$ cat src/rtl/matmul_pkg.sv
// Shared types and default sizes for the matrix packer.
// Element width and maximum matrix dimension live here.
package matmul_pkg;

  localparam int BUS_WIDTH_DEF = 16;
  localparam int MAX_DIM_DEF   = 4;

  typedef enum logic [1:0] {
    IDLE,
    FILL,
    DONE
  } state_t;

endpackage

$ cat src/rtl/matrix_idx_counter.sv
// Row-major (row, col) walker over a rows x cols window.
// Column wraps to zero at cols and bumps the row.
module matrix_idx_counter #(
  parameter int MAX_DIM = 4,
  parameter int DIM_W   = $clog2(MAX_DIM)
) (
  input  logic             clk,
  input  logic             rst,
  input  logic             clear,
  input  logic             advance,
  input  logic [DIM_W-1:0] rows,
  input  logic [DIM_W-1:0] cols,
  output logic [DIM_W-1:0] row,
  output logic [DIM_W-1:0] col,
  output logic             last
);

  assign last = (row == rows) && (col == cols);

  always_ff @(posedge clk or posedge rst) begin
    if (rst) begin
      row <= '0;
      col <= '0;
    end else if (clear) begin
      row <= '0;
      col <= '0;
    end else if (advance) begin
      if (col == cols) begin
        col <= '0;
        row <= row + 1'b1;
      end else begin
        col <= col + 1'b1;
      end
    end
  end

endmodule

$ cat src/rtl/matrix_packer.sv
// Collects a row-major element stream into a registered matrix
// and holds it until the consumer acknowledges.
module matrix_packer
  import matmul_pkg::*;
#(
  parameter int BUS_WIDTH = BUS_WIDTH_DEF,
  parameter int MAX_DIM   = MAX_DIM_DEF,
  parameter int DIM_W     = $clog2(MAX_DIM)
) (
  input  logic                               clk,
  input  logic                               rst,
  input  logic                               start_i,
  input  logic [DIM_W-1:0]                   rows_i,
  input  logic [DIM_W-1:0]                   cols_i,
  input  logic                               elem_valid_i,
  input  logic [BUS_WIDTH-1:0]               elem_data_i,
  output logic                               elem_ready_o,
  output logic [MAX_DIM*MAX_DIM*BUS_WIDTH-1:0] matrix_o,
  output logic                               done_o,
  input  logic                               ack_i,
  output logic                               busy_o,
  output logic                               err_o
);

  state_t               state;
  logic [DIM_W-1:0]     rows_q;
  logic [DIM_W-1:0]     cols_q;
  logic [DIM_W-1:0]     row;
  logic [DIM_W-1:0]     col;
  logic                 last;
  logic                 hs;
  logic                 accept;
  logic [BUS_WIDTH-1:0] mem [MAX_DIM][MAX_DIM];

  assign elem_ready_o = (state == FILL);
  assign busy_o       = (state != IDLE);
  assign hs           = elem_valid_i && elem_ready_o;
  assign accept       = start_i &&
                        ((state == IDLE) ||
                         ((state == DONE) && ack_i));

  matrix_idx_counter #(
    .MAX_DIM (MAX_DIM),
    .DIM_W   (DIM_W)
  ) u_idx (
    .clk     (clk),
    .rst     (rst),
    .clear   (accept),
    .advance (hs),
    .rows    (rows_q),
    .cols    (cols_q),
    .row     (row),
    .col     (col),
    .last    (last)
  );

  for (genvar i = 0; i < MAX_DIM; i++) begin : g_row
    for (genvar j = 0; j < MAX_DIM; j++) begin : g_col
      assign matrix_o[((i*MAX_DIM)+j)*BUS_WIDTH +: BUS_WIDTH] = mem[i][j];
    end
  end

  always_ff @(posedge clk or posedge rst) begin
    if (rst) begin
      state  <= IDLE;
      rows_q <= '0;
      cols_q <= '0;
      done_o <= 1'b0;
      err_o  <= 1'b0;
      for (int i = 0; i < MAX_DIM; i++)
        for (int j = 0; j < MAX_DIM; j++)
          mem[i][j] <= '0;
    end else begin
      err_o <= start_i &&
               ((state == FILL) ||
                ((state == DONE) && !ack_i));
      unique case (state)
        IDLE: ;
        FILL: begin
          if (hs) begin
            mem[row][col] <= elem_data_i;
            if (last) begin
              state  <= DONE;
              done_o <= 1'b1;
            end
          end
        end
        DONE: begin
          if (ack_i) begin
            state  <= IDLE;
            done_o <= 1'b0;
          end
        end
        default: state <= IDLE;
      endcase
      // accept only fires in IDLE or DONE, so it never races a write
      if (accept) begin
        state  <= FILL;
        rows_q <= rows_i;
        cols_q <= cols_i;
        done_o <= 1'b0;
        for (int i = 0; i < MAX_DIM; i++)
          for (int j = 0; j < MAX_DIM; j++)
            mem[i][j] <= '0;
      end
    end
  end

endmodule
$ cat config.mk
export PLATFORM = sky130hd
export DESIGN_NAME = matrix_packer
export DESIGN_NICKNAME = d
export VERILOG_FILES = /design/src/rtl/matmul_pkg.sv /design/src/rtl/matrix_idx_counter.sv /design/src/rtl/matrix_packer.sv
export SDC_FILE = /design/constraint.sdc
export NUM_CORES = 1
export LEC_CHECK = 0
export ABC_AREA = 1
export CAP_MARGIN = 15
export CORE_ASPECT_RATIO = 0.7
export CORE_MARGIN = 10
export CORE_UTILIZATION = 25
export CTS_CLUSTER_DIAMETER = 40
export DETAILED_ROUTE_END_ITERATION = 7
export RECOVER_POWER = 50
export SYNTH_ARGS = -nofsm -noshare
export SYNTH_HDL_FRONTEND = slang
export SYNTH_HIERARCHICAL = 1
export SYNTH_SLANG_ARGS = --single-unit
$ cat constraint.sdc
create_clock -name clk -period 8.5 [get_ports clk]
set_input_delay 0.85 -clock clk [delete_from_list [all_inputs] [get_ports clk]]
set_output_delay 0.85 -clock clk [all_outputs]
set_load 0.02 [all_outputs]
* Yosys cells after proc, flatten, opt, wreduce, memory -nomap -nowiden
Index checks and enable logic that the tools add are counted.
** Cells by class
- $add $sub $neg :: 2
- Order comparisons :: 4
- Equal/unequal tests :: 8
- Muxes and demuxes :: 24
- Bitwise gates (word level) :: 2
- Reduce and logical (&&, ||, !) cells :: 21
** Operator list (number)
- $mux W256 :: 3
- $bwmux W256 :: 1
- $demux W64 S2 :: 1
- $mux W64 :: 1
- $demux W16 S2 :: 1
- $mux W2 :: 10
- $mux W16 :: 1
- $logic_and A1 B1 Y1 :: 8
- $reduce_and A4 Y1 :: 2
- $reduce_bool A2 Y1 :: 4
- $ge A3 B3 Y1 const B :: 2
- $lt A3 B1 Y1 const B :: 2
- $ne A3 B1 Y1 const B :: 2
- $not A2 Y3 :: 2
- $pmux W2 S3 :: 1
- $add A2 B1 Y2 const B :: 2
- $eq A2 B2 Y1 :: 2
- $mux W1 :: 4
- $reduce_and A2 Y1 :: 2
- $ne A3 B3 Y1 const B :: 1
- $reduce_bool A3 Y1 :: 1
- $eq A2 B1 Y1 const B :: 1
- $eq A2 B2 Y1 const B :: 1
- $logic_not A2 Y1 :: 1
- other kinds (4) :: 5
** Storage, ports and cells
- Register bits after elaboration :: 268
- Input bits :: 25
- Logic and storage cells :: 84

* Longest topological paths before layout
Gate-level depths: netlist of the first run.
- Depth after elaboration :: 11
- Depth in mapped cells :: 10
- Gate-level depth less buffers :: 9

* By module
Netlist of the first run, hierarchy kept.
** Modules (own cells, without submodules)
- matrix_packer :: instances 1, cells each 1231, area each 10956.8 sq um
- matrix_idx_counter :: instances 1, cells each 39, area each 287.8 sq um

* Worst setup path after synthesis of the first run
Ideal clock, no wire load.
- Path kind :: input port to flip-flop
- From :: input elem_valid_i
- To :: register u_idx.col[1]
- Setup time :: 0.077 ns
- Arrival time :: 1.847 ns
- Data required time :: 8.423 ns
- Path slack :: 6.575 ns
- Stages on the path :: 9
- Buffers on the path :: 2
- Cells stage by stage :: inv_1 -> nor2_4 -> buf_8 -> buf_2 -> inv_2 -> nand2_4 -> nand2_1 -> xor2_1 -> a21oi_1
** Between the ends
- Cells in the longest elaborated chain, start to end :: 2
** RTL lines
- from (decl) :: line matrix_packer.sv:15 : input logic elem_valid_i,
- $logic_and A1 B1 Y1 :: line matrix_packer.sv:37 : assign hs = elem_valid_i && elem_ready_o;
- via hs :: line matrix_packer.sv:31 : logic hs;
- $reduce_bool A2 Y1 (no source line)
- to (signal assigned) :: line matrix_idx_counter.sv:32 : col <= col + 1'b1;
- to (decl) :: line matrix_idx_counter.sv:14 : output logic [DIM_W-1:0] col,
The timed path passes the listed nets, and every way through them passes these cells.
A chain may end at the register's enable or synchronous reset.

==> flow_summary.yaml, run 1 <==
logic_synthesis:
  synthMuxAreaShare_pct: 0
  synthAdderAreaFrac_pct: 0
  ys_async_sr_fraction_pct: 100
  yosys.area.top_type: "dfrtp_1"
  synth_top_family_by_area: "simple AND/OR/NAND/NOR gates"
  yosys_warnings: 6
  synth-compound-area-share_pct: 0.245
  synth_top_area_share_pct: 59.6
  avgSynthCellArea_sq_um: 8.85
  syn-cell-area_sq_mm: 0.0112
  synth_edf_count: 0
  synth_most_common_cell: "nand2_1"
  yosys-top-cells-area: "dfrtp_1, nand2_1, nand3_1, buf_2, nand2_4"
  ys_ff_latch: 268
  synth_simple_gate_area_share_pct: 33.3
  ys_seq_area_share_pct: 59.6
  ys_types: 22
  synthCells: 1270
  synth_xor_area_share_pct: 0.234
  synth_fp_nets: 1295
  synth_top_flop_cell: "dfrtp_1"
  netlist_top_cells_count: "nand2_1, dfrtp_1, nand3_1"
clock_network:
  insertion_delay_ns: 0.52
  hold_buffers: 0
  clockRootBuffer: "clkbuf_16"
  cts_sinks: 268
  cts_max_level: 2
  cts_tree: "built"
  numCtsBuffers: 38
  cts_setup_buffers: 0
  cts_buffer_depth: 3
  ctsResizeCount: 0
  clk_pin_slew_ns: 0.05
critical_path:
  crit_fanout: 116
  crit_path_top_delay_cell: "clkinvlp_2"
  cp-end-kind: "asynchronous set/reset pin"
  cp_slowest_stage_delay_ns: 2.92
  cp_top_family: "buffers and inverters"
  start_kind: "primary input"
  critPathKind: "primary input to asynchronous set/reset pin"
  r2r-end: "matrix_o[189]$_DFFE_PP0P_"
  path_cells: "dlygate4sd3_1, clkinvlp_2"
  ff2ff_path_depth: 8
  worst-r2r-setup-slack_ns: 4.33
  crit_required_ns: 8.15
  r2r-start: "state[1]$_DFFE_PP0P_"
  crit_buf_inv: 2
  cp.arrival_ns: 4.51
route:
  first_iter_violations: 961
  vias_per_cell: 4.55
  drtPass1Iterations: 7
  ant_nets: 0
  vias: 9739
  wl_um: 44100
  post_drt_wl_per_cell_um: 20.6
  drc: 0
placed_design:
  io_buffers: 284
  dp_hpwl_um: 28400
  gp_congestion: 0.788
finish:
  final_util_pct: 35.5
  syn_to_final_growth_pct: 39.1
  drive_gt1_share_pct: 7.38
  diodes: 0
  multi_input_area_sq_mm: 0.00374
  final_nets: 1543
  n_fill_cell: 4427
  seq_area_sq_mm: 0.00671
floorplanning:
  ios: 285
  die_y_um: 197
  initial_utilization_pct: 25.5
  fp.dieW_um: 273
  core_area_sq_mm: 0.0440
  dieArea_sq_mm: 0.0540
  rows: 64
sta:
  slew_headroom_pct: -254
  setup_viol: 0
  worst_pin_slew_ns: 5.28
  final.min_clock_period_ns: 4.86
  post-route-period-util_pct: 57.2
  drv_slew: 202
  tns_ns: 0
  rsz0062_at_grt: "no"
  hold_viol: 0
  fmax_ghz: 0.206
  skew_ns: 0.0268
hold_path:
  hold_path_class: "register to register"
  hp-start: "matrix_o[176]$_DFFE_PP0P_"
  holdPathEnd: "matrix_o[176]$_DFFE_PP0P_"
  hold_path_depth: 2
global_route:
  grt_pass1_wl_um: 65000
  grtUsageTotal_pct: 15.9
  grt_max_degree: 150
  grt_overflow: 0
  grt_pass1_vias: 9696
  antenna_found_initial: 0
status:
  status: "finished with violations"
  violations: "max-capacitance violations, max-slew violations"
pwr:
  ir_drop_mv: 0.163
  power.density_mw_per_mm2: 335
  power.leakage_nw: 8.57
flow_run:
  drv_cap: 3
routing by layer:
layer	wire length, um	GRT usage (%)	vias up	part of all wire, %
met5	0	0	-	0
met1	19700	21.4	4800	45
li1	-	-	4537	-
met2	19900	24.4	356	45
met3	3740	4.95	46	8.5
met4	774	3.67	0	1.8
placed cells by master (no fill, tap or decap), types with 6 or more instances in the layout:
cell	n
clkdlybuf4s50_1	109
clkbuf_16	39
clkbuf_1	8
dfrtp_1	268
nor2_1	20
buf_4	19
inv_6	6
inv_2	6
nand3_1	262
inv_1	19
nand2_4	10
dlygate4sd3_1	175
nand2_1	549
nand4_1	12
sequential cells by signal, summed over array words and instances, names as in the netlist:
| signal | cells |
|---|---|
| state | 2 |
| matrix_o | 256 |
| err_o | 1 |
| done_o | 1 |
| u_idx/row | 2 |
| u_idx/col | 2 |
| rows_q | 2 |
| cols_q | 2 |
through the flow:
stage	setup slack, ns	instance area, sq um	power, mW	instances	hold WS, ns
final	3.64	15600	5.25	2139	0.488
after global routing	2.84	15600	5.53	2139	0.501
after CTS	5.51	15700	5.42	2139	0.491
after detailed placement	4.95	14400	3.78	2072	0.478
after global placement	4.97	14400	3.75	2072	0.467
after floorplan	0.381	11200	2.83	1270	0.468
worst max-delay path by stage:
stage	slack (ns)	cells past startpoint	start	endpoint
finish	3.64	2	rst	matrix_o[244]$_DFFE_PP0P_
CTS	5.51	8	ack_i	matrix_o[123]$_DFFE_PP0P_
floorplan	0.38	1	rst	cols_q[0]$_DFFE_PP0P_
detailed placement	4.95	8	ack_i	matrix_o[123]$_DFFE_PP0P_
global placement	4.97	8	ack_i	matrix_o[238]$_DFFE_PP0P_
global route	2.84	2	rst	matrix_o[248]$_DFFE_PP0P_
logic make-up (layout without fill, tap and decap cells):
kind of cell | count (synthesis) | in the layout
AND/OR/NAND/NOR | 861 | 861
XOR/XNOR | 3 | 3
AO/OA/AOI/OAI | 5 | 5
flip-flops | 268 | 268
buffers and inverters | 133 | 408
worst reg2reg max path: stages (launching register included):
cell,delay (ns)
dfrtp_1,0.41
inv_2,0.09
nand2_2,0.08
nor2_4,0.08
clkbuf_1,1.36
nand2_1,1.08
clkinvlp_2,0.83
nand2_1,0.11
nand2_1,0.09
power breakdown:
group | leakage (nW) | internal, mW | total, mW | switching, mW
Clock | 0.635 | 1.02 | 1.61 | 0.597
Combinational | 4.26 | 0.668 | 1.79 | 1.13
Sequential | 3.68 | 1.61 | 1.84 | 0.229
area by class of cell:
class,count,area share [%]
clock buffers,51,6.85
flip-flops and latches,268,42.9
inverters,36,0.992
clock inverters,16,1.38
well taps,594,4.75
repair buffers,305,19.2
multi-input cells,869,23.9
Note: power is estimated with default switching activity, not from simulation.
==> run 2, diff against run 1 <==
Clock period 8.5 ns to 4 ns, I/O delays scaled along.
==> run 2 against run 1 <==
The run still ends with max-capacitance violations, max-slew violations left. Core utilization is 0.23 points higher. Final cell count is 0.47% higher. First-iteration DRC count is 7.6% lower. Flip-flop and latch count stayed put. Register-to-register slack worse by 2.7 ns. Power is 110% higher. Sequential share of layout area is 0.28 points lower. Non-clock buffer count is 6 higher. Global-route usage is 0.33 points lower. Via count is 1.1% higher. Combinational power is 120% higher. Cell area is 0.65% higher.
==> flow_summary.yaml, run 2 (synthesis gave the netlist of run 1 again) <==
status:
  status: "finished with violations"
  violations: "max-capacitance violations, max-slew violations"
finish:
  final_nets: 1550
  layout_common_cells: "nand2_1, dfrtp_1, nand3_1, clkdlybuf4s50_1, dlygate4sd3_1"
  drive_gt1_share_pct: 7.91
  diodes: 0
  syn_to_final_growth_pct: 40.0
  final_common_cell: "nand2_1"
  largest_reg_flops: 256
route:
  wl_um: 43400
  drc: 0
  vias_per_cell: 4.58
  drtPass1Iterations: 5
  post_drt_wl_per_cell_um: 20.2
  vias: 9847
  first_iter_violations: 888
  ant_nets: 0
pwr:
  ir_drop_mv: 0.389
  power.leakage_nw: 8.43
  power.density_mw_per_mm2: 714
clock_network:
  cts_tree: "built"
  ctsResizeCount: 0
  insertion_delay_ns: 0.54
  hold_buffers: 0
  cts_buffer_depth: 3
  numCtsBuffers: 39
  cts_setup_buffers: 0
  cts_max_level: 2
  cts_sinks: 268
  clockRootBuffer: "clkbuf_16"
  clk_pin_slew_ns: 0.06
critical_path:
  crit_required_ns: 4.46
  r2r-start: "u_idx/row[0]$_DFFE_PP0P_"
  crit_buf_inv: 2
  path_cells: "inv_1, nand2_1, nor2_1, nand2_1, inv_1, nand2_1, nand2_1"
  crit_fanout: 17
  cp_top_family: "simple AND/OR/NAND/NOR gates"
  ff2ff_path_depth: 7
  cp-end-kind: "register"
  cpMostUsedCell: "nand2_1"
  crit_path_top_delay_cell: "dfrtp_1"
  r2r-end: "matrix_o[150]$_DFFE_PP0P_"
  cp.arrival_ns: 2.80
  cp_slowest_stage_delay_ns: 0.49
  start_kind: "register"
  critPathKind: "register to register"
  worst-r2r-setup-slack_ns: 1.66
global_route:
  grtUsageTotal_pct: 15.5
  antenna_found_initial: 1
  grt_overflow: 0
  grt_max_degree: 144
  grt_pass1_vias: 9758
  grt_pass1_wl_um: 64300
floorplanning:
  initial_utilization_pct: 25.5
  ios: 285
  rows: 64
  fp.dieW_um: 273
  dieArea_sq_mm: 0.0540
  die_y_um: 197
  core_area_sq_mm: 0.0440
placed_design:
  gp_congestion: 0.807
  dp_hpwl_um: 29500
  preCtsSetupSlack_ns: 1.39
  io_buffers: 284
sta:
  slew_headroom_pct: -18.1
  postLayoutSetupSlackWorst_ns: 1.66
  hold_viol: 0
  fmax_ghz: 0.428
  worst_pin_slew_ns: 1.76
  tns_ns: 0
  post-route-period-util_pct: 58.5
  setup_viol: 0
  drv_slew: 31
  final.min_clock_period_ns: 2.34
  skew_ns: 0.0275
  rsz0062_at_grt: "no"
hold_path:
  hold_path_class: "primary input to asynchronous set/reset pin"
flow_run:
  drv_cap: 1
-- run 2: cell count changes in the layout (fill, tap and decap cells not counted), moves of 4 or more --
cell / delta
clkdlybuf4s50_1: +79
clkinvlp_2: -4
dlygate4sd3_1: -79
inv_4: +4
nand2_4: +4
-- run 2: per-layer routing --
metal / vias up / GRT usage [%] / part of all wire [%]
li1: 4561 / - / -
met3: 51 / 5.53 / 9.8
met5: - / 0 / 0
met4: 0 / 3.25 / 1.7
met1: 4846 / 20.5 / 44
met2: 389 / 24.2 / 44
-- run 2: final cells by class --
cell class                 count  area (sq um)
multi-input combinational    869          3770
clock inverter                23           258
sequential                   268          6710
clock buffer                  48          1030
inverter                      36           160
fill                        4431         28300
tap                          594           743
timing repair buffer         311          3080
-- run 2: worst max path at each step --
stage	slack [ns]	endpoint	cells after the start	startpoint
final	1.66	matrix_o[150]$_DFFE_PP0P_	7	u_idx/row[0]$_DFFE_PP0P_
after global routing	1.43	matrix_o[251]$_DFFE_PP0P_	3	rst
after CTS	1.75	elem_ready_o	4	state[1]$_DFFE_PP0P_
after detailed placement	1.39	matrix_o[79]$_DFFE_PP0P_	8	elem_valid_i
after global placement	1.41	matrix_o[231]$_DFFE_PP0P_	8	elem_valid_i
after floorplan	0.12	cols_q[0]$_DFFE_PP0P_	1	rst
-- run 2: stage by stage --
stage	total power [mW]	hold WS (ns)	util, %	instance area, sq um	std cells
3_3_place_gp	8.01	0.468	33.0	14500	2078
3_5_place_dp	8.07	0.472	33.0	14500	2078
5_1_grt	11.9	0.238	35.8	15700	2149
4_1_cts	11.5	0.128	35.9	15800	2149
2_1_floorplan	6.02	0.166	-	11200	1270
6_report	11.2	0.260	35.8	15700	2149
-- run 2: where the power goes --
group	switching, mW	leakage, nW	internal, mW	total (mW)
Clock	1.38	0.632	2.02	3.40
Sequential	0.508	3.68	3.43	3.93
Combinational	2.40	4.12	1.50	3.90
